$ cat src/rtl/multicycle_control.sv
// Multicycle RV32I control FSM: sequences one shared ALU and a unified
// instruction/data memory, driving every datapath select and write enable.
//
// Ports:
//   clk, reset      rising-edge clock, synchronous active-high reset
//   opcode, funct3  latched instruction fields from the IR
//   funct7b5        instruction bit 30 (sub / sra select)
//   Z               ALU zero flag, used by beq
//   PC_write        PC load enable
//   adr_sel         memory address: 0 = PC, 1 = ALUOut
//   IR_write        IR and old_PC load enable
//   mem_wren        memory write enable
//   regfile_wren    register file write enable
//   ALU_asel        00 PC, 01 old_PC, 10 register A
//   ALU_bsel        00 register B, 01 ximm, 10 constant 4
//   result_sel      00 ALUOut, 01 data register, 10 ALU_result
//   ALU_control     ALU operation code
//   ximm_sel        immediate format: 00 I, 01 S, 10 B, 11 J
//   instr_done      pulse in the last cycle of a retired instruction
//   illegal_instr   pulse in DECODE for an unsupported opcode
module multicycle_control #(
  parameter bit ILLEGAL_HALT = 1'b0
) (
  input  logic       clk,
  input  logic       reset,
  input  logic [6:0] opcode,
  input  logic [2:0] funct3,
  input  logic       funct7b5,
  input  logic       Z,
  output logic       PC_write,
  output logic       adr_sel,
  output logic       IR_write,
  output logic       mem_wren,
  output logic       regfile_wren,
  output logic [1:0] ALU_asel,
  output logic [1:0] ALU_bsel,
  output logic [1:0] result_sel,
  output logic [3:0] ALU_control,
  output logic [1:0] ximm_sel,
  output logic       instr_done,
  output logic       illegal_instr
);

  localparam logic [6:0] OP_LW  = 7'b0000011;
  localparam logic [6:0] OP_SW  = 7'b0100011;
  localparam logic [6:0] OP_R   = 7'b0110011;
  localparam logic [6:0] OP_I   = 7'b0010011;
  localparam logic [6:0] OP_BEQ = 7'b1100011;
  localparam logic [6:0] OP_JAL = 7'b1101111;

  localparam logic [3:0] ALU_ADD = 4'b0000;
  localparam logic [3:0] ALU_SUB = 4'b0001;
  localparam logic [3:0] ALU_AND = 4'b0010;
  localparam logic [3:0] ALU_OR  = 4'b0011;
  localparam logic [3:0] ALU_XOR = 4'b0100;
  localparam logic [3:0] ALU_SLT = 4'b0101;
  localparam logic [3:0] ALU_SLL = 4'b0110;
  localparam logic [3:0] ALU_SRL = 4'b0111;
  localparam logic [3:0] ALU_SRA = 4'b1000;

  localparam logic [1:0] A_PC    = 2'b00;
  localparam logic [1:0] A_OLDPC = 2'b01;
  localparam logic [1:0] A_REG   = 2'b10;

  localparam logic [1:0] B_REG   = 2'b00;
  localparam logic [1:0] B_IMM   = 2'b01;
  localparam logic [1:0] B_FOUR  = 2'b10;

  localparam logic [1:0] R_ALUOUT = 2'b00;
  localparam logic [1:0] R_DATA   = 2'b01;
  localparam logic [1:0] R_ALURES = 2'b10;

  typedef enum logic [3:0] {
    S_FETCH,
    S_DECODE,
    S_MEMADR,
    S_MEMREAD,
    S_MEMWB,
    S_MEMWRITE,
    S_EXEC_R,
    S_EXEC_I,
    S_ALUWB,
    S_BEQ,
    S_JAL,
    S_HALT
  } state_t;

  state_t state_q, state_d;

  logic is_lw, is_sw, is_r, is_i;
  logic is_beq, is_jal, is_legal;

  logic       sra_i;
  logic [3:0] alu_r, alu_i;

  always_ff @(posedge clk) begin
    if (reset) state_q <= S_FETCH;
    else       state_q <= state_d;
  end

  always_comb begin
    is_lw    = (opcode == OP_LW);
    is_sw    = (opcode == OP_SW);
    is_r     = (opcode == OP_R);
    is_i     = (opcode == OP_I);
    is_beq   = (opcode == OP_BEQ);
    is_jal   = (opcode == OP_JAL);
    is_legal = is_lw | is_sw | is_r |
               is_i | is_beq | is_jal;
  end

  // Immediate format tracks the opcode in every
  // state so the datapath ximm is always valid.
  always_comb begin
    ximm_sel = 2'b00;
    unique case (1'b1)
      is_sw:   ximm_sel = 2'b01;
      is_beq:  ximm_sel = 2'b10;
      is_jal:  ximm_sel = 2'b11;
      default: ximm_sel = 2'b00;
    endcase
  end

  // funct3 011 (sltu) folds onto slt.
  function automatic logic [3:0] alu_dec(
    input logic [2:0] f3,
    input logic       alt
  );
    logic [3:0] op;
    op = ALU_ADD;
    unique case (f3)
      3'b000: op = alt ? ALU_SUB : ALU_ADD;
      3'b001: op = ALU_SLL;
      3'b010: op = ALU_SLT;
      3'b011: op = ALU_SLT;
      3'b100: op = ALU_XOR;
      3'b101: op = alt ? ALU_SRA : ALU_SRL;
      3'b110: op = ALU_OR;
      3'b111: op = ALU_AND;
      default: op = ALU_ADD;
    endcase
    return op;
  endfunction

  // I-type bit 30 is immediate data except for
  // shifts, where it selects srai.
  always_comb begin
    sra_i = funct7b5 & (funct3 == 3'b101);
    alu_r = alu_dec(funct3, funct7b5);
    alu_i = alu_dec(funct3, sra_i);
  end

  always_comb begin
    state_d = state_q;
    unique case (state_q)
      S_FETCH:  state_d = S_DECODE;
      S_DECODE: begin
        unique case (1'b1)
          is_lw, is_sw: state_d = S_MEMADR;
          is_r:         state_d = S_EXEC_R;
          is_i:         state_d = S_EXEC_I;
          is_beq:       state_d = S_BEQ;
          is_jal:       state_d = S_JAL;
          default:
            state_d = ILLEGAL_HALT ? S_HALT
                                   : S_FETCH;
        endcase
      end
      S_MEMADR:
        state_d = is_sw ? S_MEMWRITE : S_MEMREAD;
      S_MEMREAD:  state_d = S_MEMWB;
      S_MEMWB:    state_d = S_FETCH;
      S_MEMWRITE: state_d = S_FETCH;
      S_EXEC_R:   state_d = S_ALUWB;
      S_EXEC_I:   state_d = S_ALUWB;
      S_ALUWB:    state_d = S_FETCH;
      S_BEQ:      state_d = S_FETCH;
      S_JAL:      state_d = S_ALUWB;
      S_HALT:     state_d = S_HALT;
      default:    state_d = S_FETCH;
    endcase
  end

  always_comb begin
    PC_write      = 1'b0;
    adr_sel       = 1'b0;
    IR_write      = 1'b0;
    mem_wren      = 1'b0;
    regfile_wren  = 1'b0;
    ALU_asel      = A_PC;
    ALU_bsel      = B_REG;
    result_sel    = R_ALUOUT;
    ALU_control   = ALU_ADD;
    instr_done    = 1'b0;
    illegal_instr = 1'b0;
    unique case (state_q)
      // PC <= PC + 4 straight from the ALU.
      S_FETCH: begin
        IR_write   = 1'b1;
        PC_write   = 1'b1;
        ALU_bsel   = B_FOUR;
        result_sel = R_ALURES;
      end
      // Speculatively latch old_PC + imm into
      // ALUOut as the branch / jump target.
      S_DECODE: begin
        ALU_asel      = A_OLDPC;
        ALU_bsel      = B_IMM;
        illegal_instr = ~is_legal;
      end
      S_MEMADR: begin
        ALU_asel = A_REG;
        ALU_bsel = B_IMM;
      end
      S_MEMREAD: begin
        adr_sel = 1'b1;
      end
      S_MEMWB: begin
        result_sel   = R_DATA;
        regfile_wren = 1'b1;
        instr_done   = 1'b1;
      end
      S_MEMWRITE: begin
        adr_sel    = 1'b1;
        mem_wren   = 1'b1;
        instr_done = 1'b1;
      end
      S_EXEC_R: begin
        ALU_asel    = A_REG;
        ALU_control = alu_r;
      end
      S_EXEC_I: begin
        ALU_asel    = A_REG;
        ALU_bsel    = B_IMM;
        ALU_control = alu_i;
      end
      S_ALUWB: begin
        regfile_wren = 1'b1;
        instr_done   = 1'b1;
      end
      // Compare rs1 - rs2; the target already
      // sits in ALUOut from DECODE.
      S_BEQ: begin
        ALU_asel    = A_REG;
        ALU_control = ALU_SUB;
        PC_write    = Z;
        instr_done  = 1'b1;
      end
      // PC <= target in ALUOut while the ALU
      // forms old_PC + 4 for the link write.
      S_JAL: begin
        ALU_asel = A_OLDPC;
        ALU_bsel = B_FOUR;
        PC_write = 1'b1;
      end
      S_HALT: begin
      end
      default: begin
      end
    endcase

    // Reset kills all writes and parks the
    // selects at their FETCH values.
    if (reset) begin
      PC_write      = 1'b0;
      adr_sel       = 1'b0;
      IR_write      = 1'b0;
      mem_wren      = 1'b0;
      regfile_wren  = 1'b0;
      ALU_asel      = A_PC;
      ALU_bsel      = B_FOUR;
      result_sel    = R_ALURES;
      ALU_control   = ALU_ADD;
      instr_done    = 1'b0;
      illegal_instr = 1'b0;
    end
  end

endmodule
$ cat config.mk
export PLATFORM = sky130hd
export DESIGN_NAME = multicycle_control
export DESIGN_NICKNAME = d
export VERILOG_FILES = /design/src/rtl/multicycle_control.sv
export SDC_FILE = /design/constraint.sdc
export NUM_CORES = 1
export LEC_CHECK = 0
export BUFFER_PORTS_ARGS = -buffer_cell sky130_fd_sc_hd__buf_2
export CAP_MARGIN = 20
export CORE_MARGIN = 2
export CORE_UTILIZATION = 40
export DETAILED_ROUTE_END_ITERATION = 10
export GPL_TIMING_DRIVEN = 0
export PLACE_DENSITY = 0.74
export SYNTH_ARGS = -nofsm -noshare
export SYNTH_HDL_FRONTEND = slang
export SYNTH_SLANG_ARGS = --single-unit
$ cat constraint.sdc
create_clock -name clk -period 1.4 [get_ports clk]
set_input_delay 0.42 -clock clk [delete_from_list [all_inputs] [get_ports clk]]
set_output_delay 0.42 -clock clk [all_outputs]
set_load 0.01 [all_outputs]
# [Yosys cells after proc, flatten, opt, wreduce, memory -nomap -nowiden]
# Cells that the tools add are included.
[word_totals] output_inout_bits=19 register_bits=4 input_bits=14
[op_classes] n_reduce_logical=12 muxes=32 eq_ne=24 n_bitwise=7
[op_table] cell="$pmux 4 s7" count=2
[op_table] cell="$pmux 4 s6" count=1
[op_table] cell="$pmux 4 s5" count=1
[op_table] cell="$eq 4x3->1 const B" count=4
[op_table] cell="$eq 4x4->1 const B" count=4
[op_table] cell="$mux 1" count=15
[op_table] cell="$eq 7x6->1 const B" count=2
[op_table] cell="$eq 7x7->1 const B" count=2
[op_table] cell="$eq 3x3->1 const B" count=4
[op_table] cell="$mux 4" count=3
[op_table] cell="$pmux 2 s2" count=3
[op_table] cell="$pmux 4 s3" count=1
[op_table] cell="$reduce_or 2->1" count=6
[op_table] cell="$eq 4x2->1 const B" count=2
[op_table] cell="$reduce_or 4->1" count=2
[op_table] cell="$eq 7x2->1 const B" count=1
[op_table] cell="$eq 7x5->1 const B" count=1
[op_table] cell="$eq 3x2->1 const B" count=2
[op_table] cell="$mux 2" count=3
[op_table] cell="$pmux 2 s3" count=1
[op_table] cell="$reduce_or 3->1" count=2
[op_table] cell="$or 1x1->1" count=5
[op_table] cell="$eq 4x1->1 const B" count=1
[op_table] cell="$logic_not 4->1" count=1
[op_table] cell="6 further kinds" count=6

# [Longest topological paths before layout]
# Gate-level depths: netlist of the first run.
[logic_depth] depth_word=9 depth_mapped=6 depth_no_buf=4

# [Worst setup path before layout of the first run]
# No wires, ideal clock.
[synth_path] kind="register -> output" start="reg state_q[2]" end="out ALU_control[3]" t_arrival_ps=1202 path_slack_ps=-222 t_required_ps=980 n_path_buf=2 path_stages_with_launch=5 path_cell_list="dfxtp_1 clkbuf_8 buf_2 nand3_1 nor4b_1"
[synth_between] elab_chain_len=3 word_cells_on_any_way=5
[synth_lines] element="from (decl)" line="88" rtl="state_t state_q, state_d;"
[synth_lines] element="from (signal assigned)" line="98" rtl="else state_q <= state_d;"
[synth_lines] element="$eq 4x4->1 / $eq 4x3->1 (equally long branches)" line="196" rtl="unique case (state_q)"
[synth_lines] element="$pmux 4 s3 *" line="196"
[synth_lines] element="$mux 4 *" line="264" rtl="if (reset) begin"
[synth_lines] element="to (decl)" line="38" rtl="output logic [3:0] ALU_control,"
# Every way passes the cells marked *; elsewhere a longest branch is shown, timed or not.

# [Final worst setup path of the first run]
[layout_path] start="reg state_q[1]" end="out ALU_bsel[1]"
[layout_between] elab_chain_len=4 word_cells_on_any_way=9
[layout_lines] element="$eq 4x1->1, or another cell as far along" line="196"
[layout_lines] element="$reduce_or 3->1 (no source line) / $reduce_or 2->1 (equally long branches)"
[layout_lines] element="$pmux 2 s2 *" line="196"
[layout_lines] element="$mux 2 *" line="264"
[layout_lines] element="to (decl)" line="36" rtl="output logic [1:0] ALU_bsel,"
# Marked as above.

==> out/qor.txt, run 1 <==
PWR
-----------------------------------------------------------------------------------------
Total power consumption of the routed design ...............................       514 uW
Total power divided by cell area ...........................................  379 mW/mm^2
P_leak .....................................................................  0.000605 uW
IR Drop Worst-Case VDD .....................................................       514 uV

SYNTHESIS
-----------------------------------------------------------------------------------------
EDFF count, synth ..........................................................            0
Area share of the leading cell type in the synthesized netlist .............        11.9%
Yosys warning count ........................................................            0
Number of register bits inferred by synthesis ..............................            4
Library cell with the largest summed area after synthesis ..................      dfxtp_1
Mean instance size in the synthesized netlist ..............................    6.91 um^2
Post-Synth XOR/XNOR Area ...................................................        5.22%
Post-synthesis mux area share ..............................................           0%
Dominant combinational cell family by area after synthesis ................. simple AND/OR/NAND/NOR gates
Post-synthesis sequential area ratio .......................................        11.9%
Cell area after technology mapping .........................................     671 um^2
Adder and majority gate portion of the synthesized area ....................           0%
Number of nets produced by synthesis .......................................          111
Synth area leaders ......................................................... dfxtp_1, nand2_1, nor3_1, nor2_1, buf_6
Primary flip-flop cell chosen by synthesis mapping .........................      dfxtp_1
Synthesized instance count .................................................           97
Simple-gate area share of the yosys netlist ................................        49.1%
Proportion of register bits with asynchronous set or reset after synthesis .           0%
Area fraction in compound gates after synthesis ............................        23.3%
Distinct cells, synth ......................................................           40

HOLD PATH
-----------------------------------------------------------------------------------------
Hold Startpoint ............................................................    opcode[0]
Worst Hold Path EP .........................................................   state_q[1]
Worst hold-check path type ................................................. primary input to flip-flop
Number of cells on the worst hold path .....................................            5

TIMING
-----------------------------------------------------------------------------------------
Tightest Pin Transition ....................................................     0.441 ns
Worst path setup slack after routing .......................................    -0.497 ns
Final worst hold slack .....................................................     0.668 ns
Slew Limit Fails ...........................................................            0
Final worst-path cycle share ...............................................         135%
Worst slew margin relative to its limit ....................................        70.3%
Clock skew after layout ....................................................   0.00311 ns
Highest Clock Rate .........................................................      527 MHz
Fin. Hold Viols ............................................................            0
Number of setup violations in the final report .............................           22
Minimum clock period after layout ..........................................      1.90 ns
Setup repair after global routing missed its margin ........................          yes

WORST SETUP PATH
-----------------------------------------------------------------------------------------
Required arrival time at the worst endpoint ................................      0.98 ns
Endpoint class of the critical path ........................................ primary output
Reg2reg start ..............................................................   state_q[3]
Category of the worst setup path launch point ..............................    flip-flop
Slack of the worst reg-to-reg path .........................................     -0.09 ns
Crit path DAT ..............................................................      1.48 ns
Top fanout value on the critical path ......................................            6
Path type of the worst setup path .......................................... flip-flop to primary output
Reg-to-reg endpoint ........................................................   state_q[1]
Worst R2R Path Depth .......................................................            6

DETAILED ROUTING
-----------------------------------------------------------------------------------------
Final WL ...................................................................      3280 um
Post-route ant nets ........................................................            0
Routed length per placed instance ..........................................      19.4 um
Vias post-DR ...............................................................         1058
# DRC ......................................................................            0
Via-to-Cell Ratio ..........................................................         6.26
Violation count after the first detailed-route iteration ...................           26
Detailed-router iteration count before antenna repair ......................            4

RUN
-----------------------------------------------------------------------------------------
Count of max-cap constraint violations .....................................            0

FLOORPLANNING
-----------------------------------------------------------------------------------------
Starting Density ...........................................................        43.5%
Number of placement rows ...................................................           14
Core Region ................................................................ 0.00154 mm^2
Total I/O pin count ........................................................           33
Chip width .................................................................      44.9 um
Die area ................................................................... 0.00202 mm^2
Height of the chip .........................................................      44.9 um

PLACED DESIGN
-----------------------------------------------------------------------------------------
Routability congestion estimate ............................................        0.824
Detailed placer's ending HPWL ..............................................      1530 um
I/O Buffers ................................................................           32
Placed insts ...............................................................          145

STATUS
-----------------------------------------------------------------------------------------
Outcome .................................................................... finished, violations left
Failing checks ............................................................. setup timing

CLOCKING
-----------------------------------------------------------------------------------------
Hold buffers post-CTS ......................................................            0
CTS tree ...................................................................          yes
H-tree levels ..............................................................            1
Longest Clk Path Bufs ......................................................            2
Sinks on the clock net .....................................................            4
Clock Latency Late Sink ....................................................      0.23 ns
Clock tree root driver cell ................................................     clkbuf_4
Number of buffers added by the clock tree synthesis step ...................            3
Register clock-pin slew on the reported worst setup and hold paths .........      0.03 ns

GRT
-----------------------------------------------------------------------------------------
Global-route wire length before repair .....................................      3540 um
Vias in the first global route .............................................          823
Global route total overflow ................................................            0
All-layer global routing usage .............................................        23.5%
Antenna violations before repair ...........................................            0
Largest net degree at the start of global routing ..........................           11

FINISH
-----------------------------------------------------------------------------------------
Final net count ............................................................          169
Number of cells in the finished layout apart from fillers ..................          169
Leading cell type in the layout, fill and taps excluded ....................        buf_2
Biggest regs ............................................................... state_q: 4 flops
Flip-flop count of the largest register after layout .......................            4
Commonest non-fill, non-tap cells in the layout ............................ buf_2, buf_4, buf_6
Register with the most flip-flops ..........................................      state_q
Antenna diode instance count ...............................................            0
Proportion of layout cells with a drive suffix above 1 .....................        66.7%
Synthesis-to-layout area growth ............................................         102%

[cell usage after synthesis (2+ instances only)]
master     n
a21o_1     2
a21oi_1    6
o21a_1     2
nor2_1     9
nand2b_1   3
nand2_1   11
nand3_1    5
xnor2_1    3
a211oi_1   2
buf_2      3
nor2b_1    3
nor4b_1    2
nor3_1     8
and3_1     2
o21ai_0    2
nand3b_1   2
buf_6      3
a31oi_1    2
dfxtp_1    4
nor4_1     2
and2_1     2
[repair_timing]
action / CTS / global route
pin swaps: 5 / 5
cloned: 0 / 1
gates resized for setup: 22 / 30
setup endpoints to repair: 19 / 19
setup buffers: 9 / 13
[worst max-delay path by stage]
stage	start	endpoint	depth (start not counted)
floorplan	opcode[1]	illegal_instr	3
global placement	opcode[1]	illegal_instr	5
detailed placement	reset	illegal_instr	6
CTS	state_q[1]	illegal_instr	6
global route	state_q[1]	ALU_control[3]	5
finish	state_q[1]	ALU_bsel[1]	5
[worst max-delay path, cell delays in order (launching register included)]
cell and delay [ns]:
dfxtp_1 0.30, buf_6 0.13, buf_4 0.13, nor2b_4 0.13, o41ai_2 0.36, buf_2 0.21
[cell type report]
class,instances,area [um^2]
clock buffer,3,22.5
buffer,7,81.3
sequential,4,88.8
multi-input combinational,84,754
inverter,1,3.75
fill,70,186
tap,16,20.0
timing repair buffer,54,384
[through the flow]
step	setup WS (ns)	TNS [ns]	area, um^2	util [%]
floorplan	-0.112	-0.242	787	-
global placement	-0.374	-3.02	967	62.7
detailed placement	-0.394	-3.31	967	62.7
CTS	-0.436	-5.97	1140	74.3
global route	-0.537	-7.86	1360	87.9
finish	-0.497	-6.86	1360	87.9
[kinds of logic (layout without fill, tap and decap cells)]
kind of cell / count (synthesis) / in the layout
compound gates: 23 / 23
xor+xnor: 4 / 4
buf+inv: 9 / 65
flops: 4 / 4
simple gates: 57 / 57
[per-layer routing]
layer  part of all wire [%]  GRT usage (%)  vias to the layer above
li1                       -              -                      473
met1                     35           27.1                      493
met2                     50           42.9                       70
met3                    8.2           5.60                       22
met4                    5.9           5.88                        0
met5                      0              0                        -
[power breakdown]
group,leakage [uW],internal (uW),switching [uW]
Combinational,0.000556,126,130
Clock,0.0000138,95.3,38.4
Sequential,0.0000344,116,8.10
Total,0.000605,337,177
Power figures use the tool's default switching activity.
==> run 2: changes to the inputs <==
Settings changed: SETUP_SLACK_MARGIN set to 0.5.
==> out/qor.txt, run 2 <==
PLACED DESIGN
-----------------------------------------------------------------------------------------
Detailed placer's ending HPWL ..............................................      1710 um
Cell area reported after detailed placement ................................ 0.00115 mm^2
I/O Buffers ................................................................           32
Placed insts ...............................................................          145
Routability congestion estimate ............................................        0.815
DP Worst Slack .............................................................    -0.390 ns

SYNTHESIS
-----------------------------------------------------------------------------------------
EDFF count, synth ..........................................................            0
Area share of the leading cell type in the synthesized netlist .............        11.9%
Most common library cells after synthesis .................................. nand2_1, nor2_1, nor3_1
Cell area after technology mapping .........................................     671 um^2
Primary flip-flop cell chosen by synthesis mapping .........................      dfxtp_1
Synthesized instance count .................................................           97
Distinct cells, synth ......................................................           40
Count leader, synth ........................................................      nand2_1
Proportion of register bits with asynchronous set or reset after synthesis .           0%
Post-synthesis sequential area ratio .......................................        11.9%
Synth area leaders ......................................................... dfxtp_1, nand2_1, nor3_1, nor2_1, buf_6
Yosys warning count ........................................................            0
Number of nets produced by synthesis .......................................          111
Mean instance size in the synthesized netlist ..............................    6.91 um^2
Number of register bits inferred by synthesis ..............................            4
Library cell with the largest summed area after synthesis ..................      dfxtp_1

CLOCKING
-----------------------------------------------------------------------------------------
Number of buffers added by the clock tree synthesis step ...................            3
Sinks on the clock net .....................................................            4
Hold buffers post-CTS ......................................................            0
Longest Clk Path Bufs ......................................................            2
Clock tree root driver cell ................................................     clkbuf_4
H-tree levels ..............................................................            1

FLOORPLANNING
-----------------------------------------------------------------------------------------
Height of the chip .........................................................      44.9 um
Number of placement rows ...................................................           14
Chip width .................................................................      44.9 um
Total I/O pin count ........................................................           33
Starting Density ...........................................................        43.5%

STATUS
-----------------------------------------------------------------------------------------
Outcome .................................................................... did not finish
Fail Step ..................................................................      5_1_grt
Error message .............................................................. [ERROR DPL-0038] Utilization greater than 100%, impossible to legalize

GRT
-----------------------------------------------------------------------------------------
Largest net degree at the start of global routing ..........................           11

TIMING
-----------------------------------------------------------------------------------------
Worst EP kind .............................................................. top-level output
Worst-path endpoint after global-route repair_timing ....................... illegal_instr

[run 2: repair_timing]
| item | in CTS |
|---|---|
| buffers inserted | 18 |
| gates resized for setup | 27 |
| pin swaps | 12 |
| endpoints found under the setup margin | 23 |
[run 2: cells by family after synthesis]
logic type / share of synthesized area (%)
AOI/OAI and AO/OA: 23.3
xor gates and xnor gates: 5.22
buffers and inverters: 10.4
DFF: 11.9
and+or+nand+nor: 49.1
[run 2: stage by stage]
| stage | util, % | hold slack [ns] |
|---|---|---|
| 2_1_floorplan | - | 0.633 |
| 3_3_place_gp | 74.8 | 0.714 |
| 3_5_place_dp | 74.8 | 0.723 |
| 4_1_cts | 94.2 | 0.608 |
==> run 3: changes to the inputs <==
Settings changed: CORE_AREA set to 2 2 63 65, CORE_MARGIN 2 to unset, CORE_UTILIZATION 40 to unset, DIE_AREA set to 0 0 65 67, PLACE_DENSITY 0.74 to unset, PLACE_DENSITY_LB_ADDON set to 0.15, SETUP_SLACK_MARGIN 0.5 to unset.
Clock period 1.4 ns to 1.8 ns, I/O delays scaled along.
==> out/qor.txt, run 3 (same netlist as run 1, synthesis figures left out) <==
STATUS
---------------------------------------------------------------------------------
Outcome ............................................................ finished, violations left
Failing checks ..................................................... setup timing

TIMING
---------------------------------------------------------------------------------
Slew Limit Fails ...................................................            0
Worst path setup slack after routing ...............................    -0.151 ns
Tightest Pin Transition ............................................     0.307 ns
Clock skew after layout ............................................   0.00258 ns
Worst slew margin relative to its limit ............................        79.3%
Number of setup violations in the final report .....................           11
Final worst-path cycle share .......................................         108%
Minimum clock period after layout ..................................      1.95 ns
Setup repair after global routing missed its margin ................          yes
Highest Clock Rate .................................................      513 MHz
Final worst hold slack .............................................     0.697 ns
Fin. Hold Viols ....................................................            0

GRT
---------------------------------------------------------------------------------
All-layer global routing usage .....................................        11.9%
Global route total overflow ........................................            0
Vias in the first global route .....................................          891
Largest net degree at the start of global routing ..................           11
Global-route wire length before repair .............................      4040 um
Antenna violations before repair ...................................            0

HOLD PATH
---------------------------------------------------------------------------------
Number of cells on the worst hold path .............................            4
Hold Startpoint ....................................................   state_q[2]
Worst Hold Path EP .................................................   state_q[3]
Worst hold-check path type ......................................... flip-flop to flip-flop

DETAILED ROUTING
---------------------------------------------------------------------------------
Via-to-Cell Ratio ..................................................         4.67
# DRC ..............................................................            0
Post-route ant nets ................................................            0
Vias post-DR .......................................................          933
Detailed-router iteration count before antenna repair ..............            7
Routed length per placed instance ..................................      13.2 um
Violation count after the first detailed-route iteration ...........           52
Final WL ...........................................................      2640 um

PWR
---------------------------------------------------------------------------------
IR Drop Worst-Case VDD .............................................       261 uV
Total power divided by cell area ...................................  338 mW/mm^2
P_leak .............................................................  0.000604 uW
Total power consumption of the routed design .......................       470 uW

RUN
---------------------------------------------------------------------------------
Count of max-cap constraint violations .............................            0

WORST SETUP PATH
---------------------------------------------------------------------------------
Endpoint class of the critical path ................................ primary output
Reg-to-reg endpoint ................................................   state_q[1]
Top fanout value on the critical path ..............................           10
Path type of the worst setup path .................................. primary input to primary output
Slack of the worst reg-to-reg path .................................      0.51 ns
Worst R2R Path Depth ...............................................            5
Category of the worst setup path launch point ...................... primary input
Reg2reg start ......................................................   state_q[2]
Required arrival time at the worst endpoint ........................      1.26 ns
Crit path DAT ......................................................      1.41 ns

CLOCKING
---------------------------------------------------------------------------------
Clock Latency Late Sink ............................................      0.22 ns
Sinks on the clock net .............................................            4
Clock tree root driver cell ........................................     clkbuf_8
Register clock-pin slew on the reported worst setup and hold paths .      0.03 ns
CTS tree ...........................................................          yes
H-tree levels ......................................................            1
Longest Clk Path Bufs ..............................................            2
Number of buffers added by the clock tree synthesis step ...........            3
Hold buffers post-CTS ..............................................            0

FINISH
---------------------------------------------------------------------------------
Proportion of layout cells with a drive suffix above 1 .............        62.5%
Biggest regs ....................................................... state_q: 4 flops
Antenna diode instance count .......................................            0
Register with the most flip-flops ..................................      state_q
Flip-flop count of the largest register after layout ...............            4
Commonest non-fill, non-tap cells in the layout .................... buf_2, buf_4, nand2_1
Final design utilization ...........................................        38.6%
Synthesis-to-layout area growth ....................................         107%
Leading cell type in the layout, fill and taps excluded ............        buf_2
Final net count ....................................................          168

FLOORPLANNING
---------------------------------------------------------------------------------
Core Region ........................................................ 0.00361 mm^2
Chip width .........................................................        65 um
Height of the chip .................................................        67 um
Die area ........................................................... 0.00436 mm^2
Total I/O pin count ................................................           33
Number of placement rows ...........................................           22
Starting Density ...................................................        18.6%

PLACED DESIGN
---------------------------------------------------------------------------------
DP Worst Slack .....................................................    -0.310 ns
Routability congestion estimate ....................................        0.676
Detailed placer's ending HPWL ......................................      1640 um
I/O Buffers ........................................................           32

==> run 3: worst max-delay path by stage <==
stage	start	end	slack (ns)	cells past startpoint
after floorplan	reset	ALU_control[3]	0.02	3
after global placement	reset	illegal_instr	-0.32	6
after detailed placement	reset	illegal_instr	-0.31	6
after CTS	opcode[5]	illegal_instr	-0.17	5
after global routing	state_q[1]	illegal_instr	-0.21	5
final	reset	illegal_instr	-0.15	6
==> run 3: area by class of cell <==
cell class	instances	area, um^2
repair buffers	54	417
plain buffers	6	87.6
clock buffers	3	41.3
fillers	389	2210
multi-input cells	84	687
flip-flops and latches	4	92.6
well taps	48	60.1
inverters	1	6.26
==> run 3: worst max-delay path, stage by stage <==
cell,delay [ns]
buf_2,0.11
buf_4,0.18
inv_4,0.08
nand2_1,0.06
a311oi_2,0.26
buf_2,0.18
==> run 3: where the power goes <==
part | leakage [uW] | switching (uW) | total, uW | internal, uW
Combinational | 0.000548 | 85.3 | 186 | 101
Sequential | 0.0000352 | 7.14 | 95.9 | 88.7
Clock | 0.0000216 | 45.7 | 188 | 142
==> run 3: metal layers <==
metal | wire length, um | global-route usage, % | vias to the layer above
met4 | 28 | 3.46 | 0
met3 | 164 | 2.53 | 2
met1 | 1100 | 13.9 | 424
li1 | - | - | 470
met2 | 1350 | 21.8 | 37
met5 | 0 | 0 | -
==> run 3: repair_timing <==
item	in CTS	in global routing
endpoints found under the setup margin	16	18
buffers inserted	15	8
pin swaps	7	10
gates resized for setup	55	19
==> run 3: through the flow <==
step | setup TNS, ns | instances | cell area [um^2]
final | -0.694 | 200 | 1390
after global routing | -1.61 | 200 | 1390
after CTS | -0.805 | 195 | 1290
after detailed placement | -1.37 | 177 | 897
after global placement | -1.33 | 177 | 897
after floorplan | 0 | 97 | 677
==> run 4: changes to the inputs <==
Settings changed: GPL_TIMING_DRIVEN 0 to 1, MAX_ROUTING_LAYER set to met4.
==> out/qor.txt, run 4 (same netlist as run 1, synthesis figures left out) <==
GRT
---------------------------------------------------------------------------------
Global-route wire length before repair .............................      3970 um
Global route total overflow ........................................            0
All-layer global routing usage .....................................        11.8%
Largest net degree at the start of global routing ..................           13
Antenna violations before repair ...................................            0
Vias in the first global route .....................................          916

TIMING
---------------------------------------------------------------------------------
Minimum clock period after layout ..................................      1.91 ns
Slew Limit Fails ...................................................            0
Worst slew margin relative to its limit ............................        77.1%
Worst path setup slack after routing ...............................    -0.112 ns
Fin. Hold Viols ....................................................            0
Tightest Pin Transition ............................................     0.339 ns
Number of setup violations in the final report .....................           11
Final worst hold slack .............................................     0.666 ns
Setup repair after global routing missed its margin ................          yes
Clock skew after layout ............................................   0.00585 ns
Final worst-path cycle share .......................................         106%
Highest Clock Rate .................................................      523 MHz

PWR
---------------------------------------------------------------------------------
P_leak .............................................................  0.000690 uW
IR Drop Worst-Case VDD .............................................       261 uV
Total power consumption of the routed design .......................       483 uW
Total power divided by cell area ...................................  319 mW/mm^2

FINISH
---------------------------------------------------------------------------------
Register with the most flip-flops ..................................      state_q
Number of cells in the finished layout apart from fillers ..........          215
Antenna diode instance count .......................................            0
Synthesis-to-layout area growth ....................................         126%
Commonest non-fill, non-tap cells in the layout .................... buf_4, buf_2, buf_6
Proportion of layout cells with a drive suffix above 1 .............        67.1%
Flip-flop count of the largest register after layout ...............            4
Biggest regs ....................................................... state_q: 4 flops
Final net count ....................................................          183
Leading cell type in the layout, fill and taps excluded ............        buf_4

DETAILED ROUTING
---------------------------------------------------------------------------------
Via-to-Cell Ratio ..................................................         4.57
Final WL ...........................................................      2540 um
Routed length per placed instance ..................................      11.8 um
Post-route ant nets ................................................            0
Vias post-DR .......................................................          983
Detailed-router iteration count before antenna repair ..............            4
Violation count after the first detailed-route iteration ...........           14
# DRC ..............................................................            0

WORST SETUP PATH
---------------------------------------------------------------------------------
Category of the worst setup path launch point ...................... primary input
Worst R2R Path Depth ...............................................            8
Reg2reg start ......................................................   state_q[1]
Endpoint class of the critical path ................................ primary output
Reg-to-reg endpoint ................................................   state_q[2]
Required arrival time at the worst endpoint ........................      1.26 ns
Top fanout value on the critical path ..............................            3
Slack of the worst reg-to-reg path .................................      0.37 ns
Crit path DAT ......................................................      1.37 ns
Path type of the worst setup path .................................. primary input to primary output

FLOORPLANNING
---------------------------------------------------------------------------------
Die area ........................................................... 0.00436 mm^2
Starting Density ...................................................        18.6%
Chip width .........................................................        65 um
Total I/O pin count ................................................           33
Number of placement rows ...........................................           22
Core Region ........................................................ 0.00361 mm^2
Height of the chip .................................................        67 um

CLOCKING
---------------------------------------------------------------------------------
Sinks on the clock net .............................................            4
Number of buffers added by the clock tree synthesis step ...........            3
H-tree levels ......................................................            1
CTS tree ...........................................................          yes
Longest Clk Path Bufs ..............................................            2
Register clock-pin slew on the reported worst setup and hold paths .      0.03 ns
Clock Latency Late Sink ............................................      0.22 ns
Clock tree root driver cell ........................................     clkbuf_8

HOLD PATH
---------------------------------------------------------------------------------
Number of cells on the worst hold path .............................            3
Worst Hold Path EP .................................................   state_q[3]
Worst hold-check path type ......................................... primary input to flip-flop
Hold Startpoint ....................................................        reset

PLACED DESIGN
---------------------------------------------------------------------------------
Placed insts .......................................................          197
I/O Buffers ........................................................           32
Detailed placer's ending HPWL ......................................      1850 um
Routability congestion estimate ....................................        0.762

STATUS
---------------------------------------------------------------------------------
Outcome ............................................................ finished, violations left
Failing checks ..................................................... setup timing

RUN
---------------------------------------------------------------------------------
Count of max-cap constraint violations .............................            0

[run 4: cell count changes in the layout (fill, tap and decap cells not counted), sizes merged]
cell,previous run,this run
clkbuf,3,4
buf,60,74
[run 4: worst max-delay path by stage]
stage	from	end	slack [ns]	depth (start not counted)
6_report	funct3[2]	ALU_control[0]	-0.11	6
5_1_grt	state_q[3]	IR_write	-0.20	5
4_1_cts	state_q[0]	ALU_control[0]	-0.12	5
3_5_place_dp	funct3[0]	ALU_control[0]	-0.16	6
3_3_place_gp	opcode[1]	illegal_instr	-0.13	5
2_1_floorplan	reset	ALU_control[3]	0.02	3
[run 4: worst max-delay path: stages]
cell      delay, ns
buf_4          0.12
nand2_4        0.06
and2_1         0.15
o311ai_1       0.26
a21oi_1        0.10
buf_2          0.15
[run 4: metrics by stage]
step                      area [um^2]  utilization, %  TNS [ns]  setup WS (ns)
final                            1520            42.0    -0.645         -0.112
after global routing             1520            42.0     -1.45         -0.197
after floorplan                   677               -         0         0.0206
after global placement           1070            29.6    -0.495         -0.134
after detailed placement         1070            29.6    -0.590         -0.162
after CTS                        1370            38.1    -0.930         -0.121
[run 4: metal layers]
layer / share of wire [%] / vias up / GRT usage (%)
li1: - / 498 / -
met1: 44 / 456 / 13.3
met2: 52 / 27 / 21.4
met3: 4.2 / 2 / 2.20
met4: 0.51 / 0 / 3.19
met5: 0 / - / -
[run 4: repair_timing]
item / CTS / global route
cloned: 0 / 1
hold buffers: 0 / 0
resized for setup: 44 / 17
endpoints found under the setup margin: 18 / 18
pin swaps: 13 / 13
setup buffers: 8 / 6
[run 4: area by class of cell]
type,instances,area [um^2]
fill,373,2090
multi-input combinational,84,692
timing repair buffer,75,623
sequential,4,95.1
tap,48,60.1
clock buffer,3,41.3
inverter,1,3.75
[run 4: report_power, final]
group | switching (uW) | leakage, uW | total [uW] | internal, uW
Combinational | 91.1 | 0.000633 | 205 | 114
Sequential | 4.20 | 0.0000355 | 91.4 | 87.2
Clock | 44.2 | 0.0000216 | 187 | 142
